<file path="config.mk">
export PLATFORM = sky130hd
export DESIGN_NAME = mac_feeder
export DESIGN_NICKNAME = d
export VERILOG_FILES = /design/src/rtl/mac_pkg.sv /design/src/rtl/mac_mul_stage.sv /design/src/rtl/mac_feeder.sv
export SDC_FILE = /design/constraint.sdc
export NUM_CORES = 2
export LEC_CHECK = 0
export CAP_MARGIN = 5
export CORE_ASPECT_RATIO = 1.1
export CORE_UTILIZATION = 40
export CTS_BUF_LIST = sky130_fd_sc_hd__clkbuf_8 sky130_fd_sc_hd__clkbuf_16
export DETAILED_ROUTE_END_ITERATION = 10
export PLACE_DENSITY = 0.61
export SYNTH_ARGS = -nofsm -noshare
export SYNTH_HDL_FRONTEND = slang
export SYNTH_HIERARCHICAL = 1
export SYNTH_SLANG_ARGS = --single-unit
</file>
<file path="constraint.sdc">
create_clock -name clk -period 2.25 [get_ports clk]
set_input_delay 0.45 -clock clk [delete_from_list [all_inputs] [get_ports clk]]
set_output_delay 0.45 -clock clk [all_outputs]
set_load 0.03 [all_outputs]
</file>
<file path="src/rtl/mac_pkg.sv">
// mac_pkg: shared widths and FSM state encoding for the mac_feeder slice.
// Rev 1.0
`default_nettype none

package mac_pkg;

  localparam int DEF_DATA_W       = 32;
  localparam int DEF_LEN_W        = 16;
  localparam int DEF_DRAIN_CYCLES = 2;
  localparam int ACC_W            = 2 * DEF_DATA_W;

  typedef enum logic [2:0] {
    IDLE   = 3'd0,
    CLEAR  = 3'd1,
    STREAM = 3'd2,
    DRAIN  = 3'd3,
    DONE   = 3'd4
  } state_e;

endpackage

`default_nettype wire

</file>
<file path="src/rtl/mac_mul_stage.sv">
// mac_mul_stage: registered full-width multiplier, 1-cycle latency, flushable.
// Rev 1.0 -- MAC_FEEDER_SIGNED_EN selects two's-complement operands.
`default_nettype none

module mac_mul_stage
  import mac_pkg::*;
#(
  parameter int DATA_W = DEF_DATA_W
) (
  input  logic                  clk,
  input  logic                  reset_n,
  input  logic                  flush,
  input  logic                  in_valid,
  input  logic [DATA_W-1:0]     a,
  input  logic [DATA_W-1:0]     b,
  output logic                  out_valid,
  output logic [2*DATA_W-1:0]   product
);

  localparam int AW = 2 * DATA_W;

  logic          valid_d, valid_q;
  logic [AW-1:0] product_d, product_q;
  logic [AW-1:0] full_w;

`ifdef MAC_FEEDER_SIGNED_EN
  logic signed [AW-1:0] a_ext_w, b_ext_w;
  assign a_ext_w = {{DATA_W{a[DATA_W-1]}}, a};
  assign b_ext_w = {{DATA_W{b[DATA_W-1]}}, b};
  assign full_w  = a_ext_w * b_ext_w;
`else
  assign full_w  = {{DATA_W{1'b0}}, a} * {{DATA_W{1'b0}}, b};
`endif

  always_comb begin
    valid_d   = in_valid;
    product_d = product_q;
    if (flush) begin
      valid_d = 1'b0;
    end else if (in_valid) begin
      product_d = full_w;
    end
  end

  always_ff @(posedge clk or negedge reset_n) begin
    if (!reset_n) begin
      valid_q   <= 1'b0;
      product_q <= '0;
    end else begin
      valid_q   <= valid_d;
      product_q <= product_d;
    end
  end

  assign out_valid = valid_q;
  assign product   = product_q;

endmodule

`default_nettype wire

</file>
<file path="src/rtl/mac_feeder.sv">
// mac_feeder: streams operand products into an external accumulator and returns the dot product.
// Rev 1.0 -- MAC_FEEDER_SIGNED_EN (in mac_mul_stage) selects signed operands.
`default_nettype none

module mac_feeder
  import mac_pkg::*;
#(
  parameter int DATA_W       = DEF_DATA_W,
  parameter int LEN_W        = DEF_LEN_W,
  parameter int DRAIN_CYCLES = DEF_DRAIN_CYCLES
) (
  input  logic                 clk,
  input  logic                 reset_n,
  input  logic                 start,
  input  logic [LEN_W-1:0]     vec_len,
  input  logic                 abort,
  input  logic                 op_valid,
  input  logic [DATA_W-1:0]    op_a,
  input  logic [DATA_W-1:0]    op_b,
  output logic                 op_ready,
  output logic                 acc_clear,
  output logic                 acc_accumulate,
  output logic [2*DATA_W-1:0]  acc_data,
  input  logic [2*DATA_W-1:0]  acc_result,
  output logic [2*DATA_W-1:0]  result,
  output logic                 result_valid,
  input  logic                 result_ready,
  output logic                 busy
);

  localparam int AW  = 2 * DATA_W;
  localparam int DCW = (DRAIN_CYCLES < 1) ? 1 : $clog2(DRAIN_CYCLES + 1);

  state_e         state_d, state_q;
  logic [LEN_W-1:0] remaining_d, remaining_q;
  logic [DCW-1:0] drain_cnt_d, drain_cnt_q;
  logic [AW-1:0]  result_d, result_q;
  logic           op_ready_d, op_ready_q;
  logic           acc_clear_d, acc_clear_q;
  logic           result_valid_d, result_valid_q;
  logic           busy_d, busy_q;

  logic           abort_take_w;
  logic           handshake_w;
  logic           mul_valid_w;
  logic [AW-1:0]  mul_product_w;

  assign abort_take_w = abort && (state_q != IDLE);
  assign handshake_w  = op_valid && op_ready_q;

  mac_mul_stage #(
    .DATA_W (DATA_W)
  ) u_mul (
    .clk       (clk),
    .reset_n   (reset_n),
    .flush     (abort_take_w),
    .in_valid  (handshake_w),
    .a         (op_a),
    .b         (op_b),
    .out_valid (mul_valid_w),
    .product   (mul_product_w)
  );

  always_comb begin
    state_d     = state_q;
    remaining_d = remaining_q;
    drain_cnt_d = drain_cnt_q;
    result_d    = result_q;
    acc_clear_d = 1'b0;

    if (abort_take_w) begin
      state_d     = IDLE;
      acc_clear_d = 1'b1;
    end else begin
      case (state_q)
        IDLE: begin
          if (start) begin
            remaining_d = vec_len;
            state_d     = CLEAR;
            acc_clear_d = 1'b1;
          end
        end
        CLEAR: begin
          drain_cnt_d = '0;
          state_d     = (remaining_q != '0) ? STREAM : DRAIN;
        end
        STREAM: begin
          drain_cnt_d = '0;
          if (handshake_w) begin
            remaining_d = remaining_q - LEN_W'(1);
            if (remaining_q == LEN_W'(1)) begin
              state_d = DRAIN;
            end
          end
        end
        DRAIN: begin
          // Count only once the last product has left the multiplier stage.
          if (mul_valid_w) begin
            drain_cnt_d = '0;
          end else if (drain_cnt_q == DCW'(DRAIN_CYCLES)) begin
            result_d = acc_result;
            state_d  = DONE;
          end else begin
            drain_cnt_d = drain_cnt_q + DCW'(1);
          end
        end
        DONE: begin
          if (result_ready) begin
            state_d = IDLE;
          end
        end
        default: state_d = IDLE;
      endcase
    end

    op_ready_d     = (state_d == STREAM);
    result_valid_d = (state_d == DONE);
    busy_d         = (state_d != IDLE);
  end

  always_ff @(posedge clk or negedge reset_n) begin
    if (!reset_n) begin
      state_q        <= IDLE;
      remaining_q    <= '0;
      drain_cnt_q    <= '0;
      result_q       <= '0;
      op_ready_q     <= 1'b0;
      acc_clear_q    <= 1'b0;
      result_valid_q <= 1'b0;
      busy_q         <= 1'b0;
    end else begin
      state_q        <= state_d;
      remaining_q    <= remaining_d;
      drain_cnt_q    <= drain_cnt_d;
      result_q       <= result_d;
      op_ready_q     <= op_ready_d;
      acc_clear_q    <= acc_clear_d;
      result_valid_q <= result_valid_d;
      busy_q         <= busy_d;
    end
  end

  assign op_ready       = op_ready_q;
  assign acc_clear      = acc_clear_q;
  assign acc_accumulate = mul_valid_w;
  assign acc_data       = mul_product_w;
  assign result         = result_q;
  assign result_valid   = result_valid_q;
  assign busy           = busy_q;

endmodule

`default_nettype wire

</file>
Yosys cells after proc, flatten, opt, wreduce, memory -nomap -nowiden
Index checks and enable logic that the tools add are counted.

$add $sub $neg: 2. $mul: 1. Divide/modulo/power cells: 0. Magnitude comparators: 0. Eq/ne operators: 11. Shift operators: 0. Multiplexer cells: 19. Bitwise gates (word level): 2. Reduce and logical (&&, ||, !) cells: 13.

Operators with widths (number): $mul A32 B32 Y64 (1); $mux W16 (2); $pmux W16 S2 (1); $mux W3 (7); $eq A16 B1 Y1 const B (1); $reduce_bool A16 Y1 (1); $sub A16 B1 Y16 const B (1); $pmux W3 S5 (1); $eq A3 B2 Y1 const B (3); $reduce_and A4 Y1 (2); $eq A3 B3 Y1 const B (2); $reduce_bool A3 Y1 (2); $mux W1 (5); $mux W2 (2); $pmux W2 S2 (1); $reduce_bool A2 Y1 (2); $eq A3 B1 Y1 const B (1); $logic_not A3 Y1 (1); $ne A3 B2 Y1 const B (1); $reduce_and A3 Y1 (1); $add A2 B1 Y2 const B (1); $eq A2 B2 Y1 const B (1); $logic_and A1 B1 Y1 (2); $ne A2 B1 Y1 const B (1); other kinds (4) (5).

Register bits: 154. Bits in latches: 0. RAM bits: 0. Bits in read-only memories: 0. Output and inout port bits: 133. Memories: 0.

Longest topological paths before layout
Word-level depth: 6. Depth in mapped cells: 29.

Hierarchy
The synthesis kept the hierarchy.

Modules (own cells, without submodules): mac_mul_stage (times used 1, cells each 3930, area each 35783.1 sq um, seq. area each 1626.6 sq um); mac_feeder (times used 1, cells each 310, area each 3951.3 sq um, seq. area each 2227.1 sq um).

Worst setup path after synthesis
No wires, ideal clock.

Path kind: input to register. Start: input op_a[25]. End: register u_mul.product_q[57], in the netlist u_mul/product[57]. Library setup time: 0.069 ns. Arrival: 7.001 ns. Required time: 2.181 ns. Path slack: -4.820 ns. Stages on the path: 26. Path buffers: 2. Path through: clkbuf_1 nand2_1 fa_1 inv_1 fa_1 inv_1 fa_1 inv_1 fa_1 fa_1 fa_1 fa_1 inv_1 fa_1 inv_1 ha_1 buf_2 nand4_1 nor2_1 a32oi_1 a21oi_1 o21ai_2 o31ai_4 a21oi_2 or4b_1 nand3_1.

Longest elaborated chain between the ends: 1.

Ends and longest elaborated chain: from (decl) (line mac_feeder.sv:18) `input logic [DATA_W-1:0] op_a,`; $mul A32 B32 Y64 (line mac_mul_stage.sv:32) `assign full_w = {{DATA_W{1'b0}}, a} * {{DATA_W{1'b0}}, b};`; to (signal assigned) (line mac_mul_stage.sv:51) `product_q <= product_d;`; to (decl) (line mac_mul_stage.sv:23) `logic [AW-1:0] product_d, product_q;`.

No other way between the ends. A chain may end at the register's enable or synchronous reset.

Worst setup path after layout
Start: input op_b[7]. End: register u_mul.product_q[57], in the netlist u_mul/product[57].

Longest elaborated chain between the ends: 1.

Ends and longest elaborated chain: from (decl) (line mac_feeder.sv:19) `input logic [DATA_W-1:0] op_b,`; $mul A32 B32 Y64 (line mac_mul_stage.sv:32).

No other way between the ends.

==> run metrics <==
register area=0.003854 mm2; Fin. Hold Viols=0; post-synthesis register bit count=154; Yosys Warn Count=6; core area=around 0.1 mm2; antenna fix cells=0; adder-cell share of the synthesized area=0.5355; worst slew pin tran=between 0.7 and 0.8 ns; Syn Inst Count=between 4000 and 5000; Fill cells=slightly below 9000; layout cell share with drive strength beyond 1=0.2535; final clock skew=about 0.011 ns; first-pass GRT wire length=~200000 um; Data required, critical path=~2.6 ns; mux cell area share after synthesis=0.01839; largest net degree at the start of global routing=53; most common cell after layout, fill and taps aside=fa_1; Die W=302.5 um; IO Count=around 280; detailed placement HPWL=slightly above 100000 um; vias per inst=5.103; Worst Hold Class=register to register; max_slew headroom=0.5243; Port-buffer cells=between 200 and 300; failing checks=setup timing; Clk Latency, worst-skew pair=about 0.43 ns; xor/xnor share of the synthesized area=0.01102; drt drc=0; total gr overflow=0; Die H=about 330 um; most frequent cells in the layout=817 x fa_1, 813 x inv_1, 554 x nand2_1; post-synthesis simple-gate area fraction=0.1768; clk sinks=154; final setup margin=-4.749 ns; CTS Root Cell=clkbuf_16; critical path fanouts, max=4; footprint of the multi-input gates=approximately 0.034 mm2; Syn Std Cell Area=0.03973 mm2; crit share post-route=3.111; number of flops mapped to enable cells by yosys=0; max-cap violation count=0; Synth Flop Type=dfrtp_1; Max Fclk=roughly 0.14 GHz; antenna viol nets, final=0; die area=between 0.1 and 0.15 mm2; Starting Density=0.4059; startpoint types=primary input; drt total wl=between 100000 and 150000 um; Initial DRT Pass Iterations=6; Area contributors post-synth=fa_1 45%, dfrtp_1 9.7%, and2_1 9.5%, ha_1 8.4%, inv_1 8.2%; vias in the first global route=approximately 35000; post-place instance area=approximately 0.049 mm2; crit path capture type=register; initial antenna violation count=3; final setup TNS=-247.72 ns; Synth Area in Compound Gates=0.05400; initial DRC count=approximately 1800; cell taking the most area after synthesis=fa_1; cts bufs inserted=17; Async SR Flop Fraction=1.000; status=finished with violations; register area share after synthesis=0.09699; drt wl/cell=20.85 um; clock slew at reported path FFs=around 0.06 ns; post-route minimum period=between 6 and 7 ns; Final nets=6279; syn_area_per_cell=between 9 and 10 um2; H-tree Lvls=4; Total GRT Usage=0.2636; Net Count, Synth=5553; Setup-failing EPs final=61; fin. max-slew vios=0; WP data arrival=~7.4 ns; Core Rows=between 100 and 150; pre-CTS setup slack=-5.932 ns; Hold WS=0.4753 ns; GP Congestion=around 0.9; area share of the leading cell type in the synthesized netlist=0.4514; P&R area growth vs syn=35.14%; post-synth cell types=86; total number of vias=approximately 32000; critical path class=primary input to register; cell area after layout=~0.054 mm2; CTS tree=yes; main combinational cell family by area after synthesis=adder cells; RSZ-0062 raised after global routing=true; Clock Tree Buf Depth=2
==> critical path, stage by stage <==
cell and delay, ns:
buf_2 0.11, buf_6 0.12, and2_4 0.15, fa_1 0.54, fa_1 0.45, fa_1 0.50
inv_1 0.06, fa_1 0.59, inv_2 0.05, fa_1 0.53, inv_1 0.05, fa_1 0.49
inv_2 0.04, fa_2 0.54, fa_2 0.48, ha_4 0.33, nand4_1 0.13, a2111oi_4 0.27
o41ai_4 0.24, a21oi_4 0.22, o21ai_4 0.09, o31ai_4 0.28, a21oi_2 0.09, or4b_1 0.47
nand3_1 0.08
==> cell type report <==
type,instances,share of cell area
clock inverters,15,0.002866
clock buffers,17,0.007922
inverters,870,0.06086
flip-flops and latches,154,0.07177
repair buffers,955,0.1887
multi-input cells,2968,0.6381
well taps,1281,0.02985
==> synthesized netlist by cell type, types with 4 or more instances <==
library cell,n
fa_1,896
inv_1,870
and2_1,602
nand2_1,574
ha_1,267
clkbuf_1,218
dfrtp_1,154
o21ai_0,94
a21oi_1,81
nor2_1,50
mux2_1,39
xnor2_1,32
nand4_1,30
a21o_1,26
nand3_1,26
mux2_2,25
nor3_1,23
buf_2,19
xor2_1,18
o31ai_1,11
or3_1,11
a31oi_1,10
o21a_1,10
a211oi_1,8
a2bb2oi_1,8
o211ai_1,8
o21bai_1,8
and3_1,6
o22ai_1,6
buf_6,5
nand2b_1,5
nand4b_1,5
a21boi_0,4
a221oi_1,4
nor2b_1,4
o21ai_1,4
==> layer usage <==
metal | global-route usage | vias to the layer above | part of all wire
met2 | 0.4742 | 1019 | 0.53
met3 | 0.02887 | 310 | 0.049
li1 | - | 14100 | -
met1 | 0.3150 | 16520 | 0.37
met5 | 0 | - | 0
met4 | 0.1149 | 0 | 0.051
==> repair_timing <==
| item | 4_1_cts | 5_1_grt |
|---|---|---|
| cloned | 30 | 4 |
| resized for setup | 619 | 308 |
| setup buffers | 121 | 38 |
| hold endpoints to repair | 20 | 0 |
| hold buffers | 1 | 0 |
| pin swaps | 325 | 209 |
| setup endpoints to repair | 61 | 61 |
==> cell families (layout without fill, tap and decap cells) <==
kind of cell,count (synthesis),in the layout
xor gates and xnor gates,50,50
buffers and inverters,1118,1857
adders and majority gates,1163,1163
AOI/OAI and AO/OA,326,326
DFF,154,154
and+or+nand+nor,1364,1364
muxes,65,65
==> metrics by stage <==
stage | utilization | instances
global placement | 0.4966 | 6063
detailed placement | 0.4966 | 6063
global route | 0.5485 | 6260
finish | 0.5485 | 6260
CTS | 0.5370 | 6238
floorplan | - | 4240
==> worst paths after layout <==
path / slack (ns) / start / endpoint / depth (start not counted)
worst max-delay path: -4.75 / op_b[7] / u_mul/product[57]$_DFFE_PN0P_ / 25
worst min-delay path: 0.48 / u_mul/product[12]$_DFFE_PN0P_ / u_mul/product[12]$_DFFE_PN0P_ / 2
worst max register to register: 0.17 / state_q[1]$_DFF_PN0_ / u_mul/product[48]$_DFFE_PN0P_ / 7
worst min register to register: 0.48 / u_mul/product[12]$_DFFE_PN0P_ / u_mul/product[12]$_DFFE_PN0P_ / 2
max in group asynchronous: 1.04 / reset_n / result[55]$_DFFE_PN0P_ / 3
min in group asynchronous: 0.54 / reset_n / u_mul/product[51]$_DFFE_PN0P_ / 2
==> sequential cells by signal, summed over array words and instances (netlist names) <==
signal           cells
acc_clear            1
busy                 1
drain_cnt_q          2
op_ready             1
remaining_q         16
result              64
result_valid         1
state_q              3
u_mul/out_valid      1
u_mul/product       64
Power is left out: the tool's default activity adds up to more than one toggle a clock period on the data nets, which glitch-free logic cannot reach.
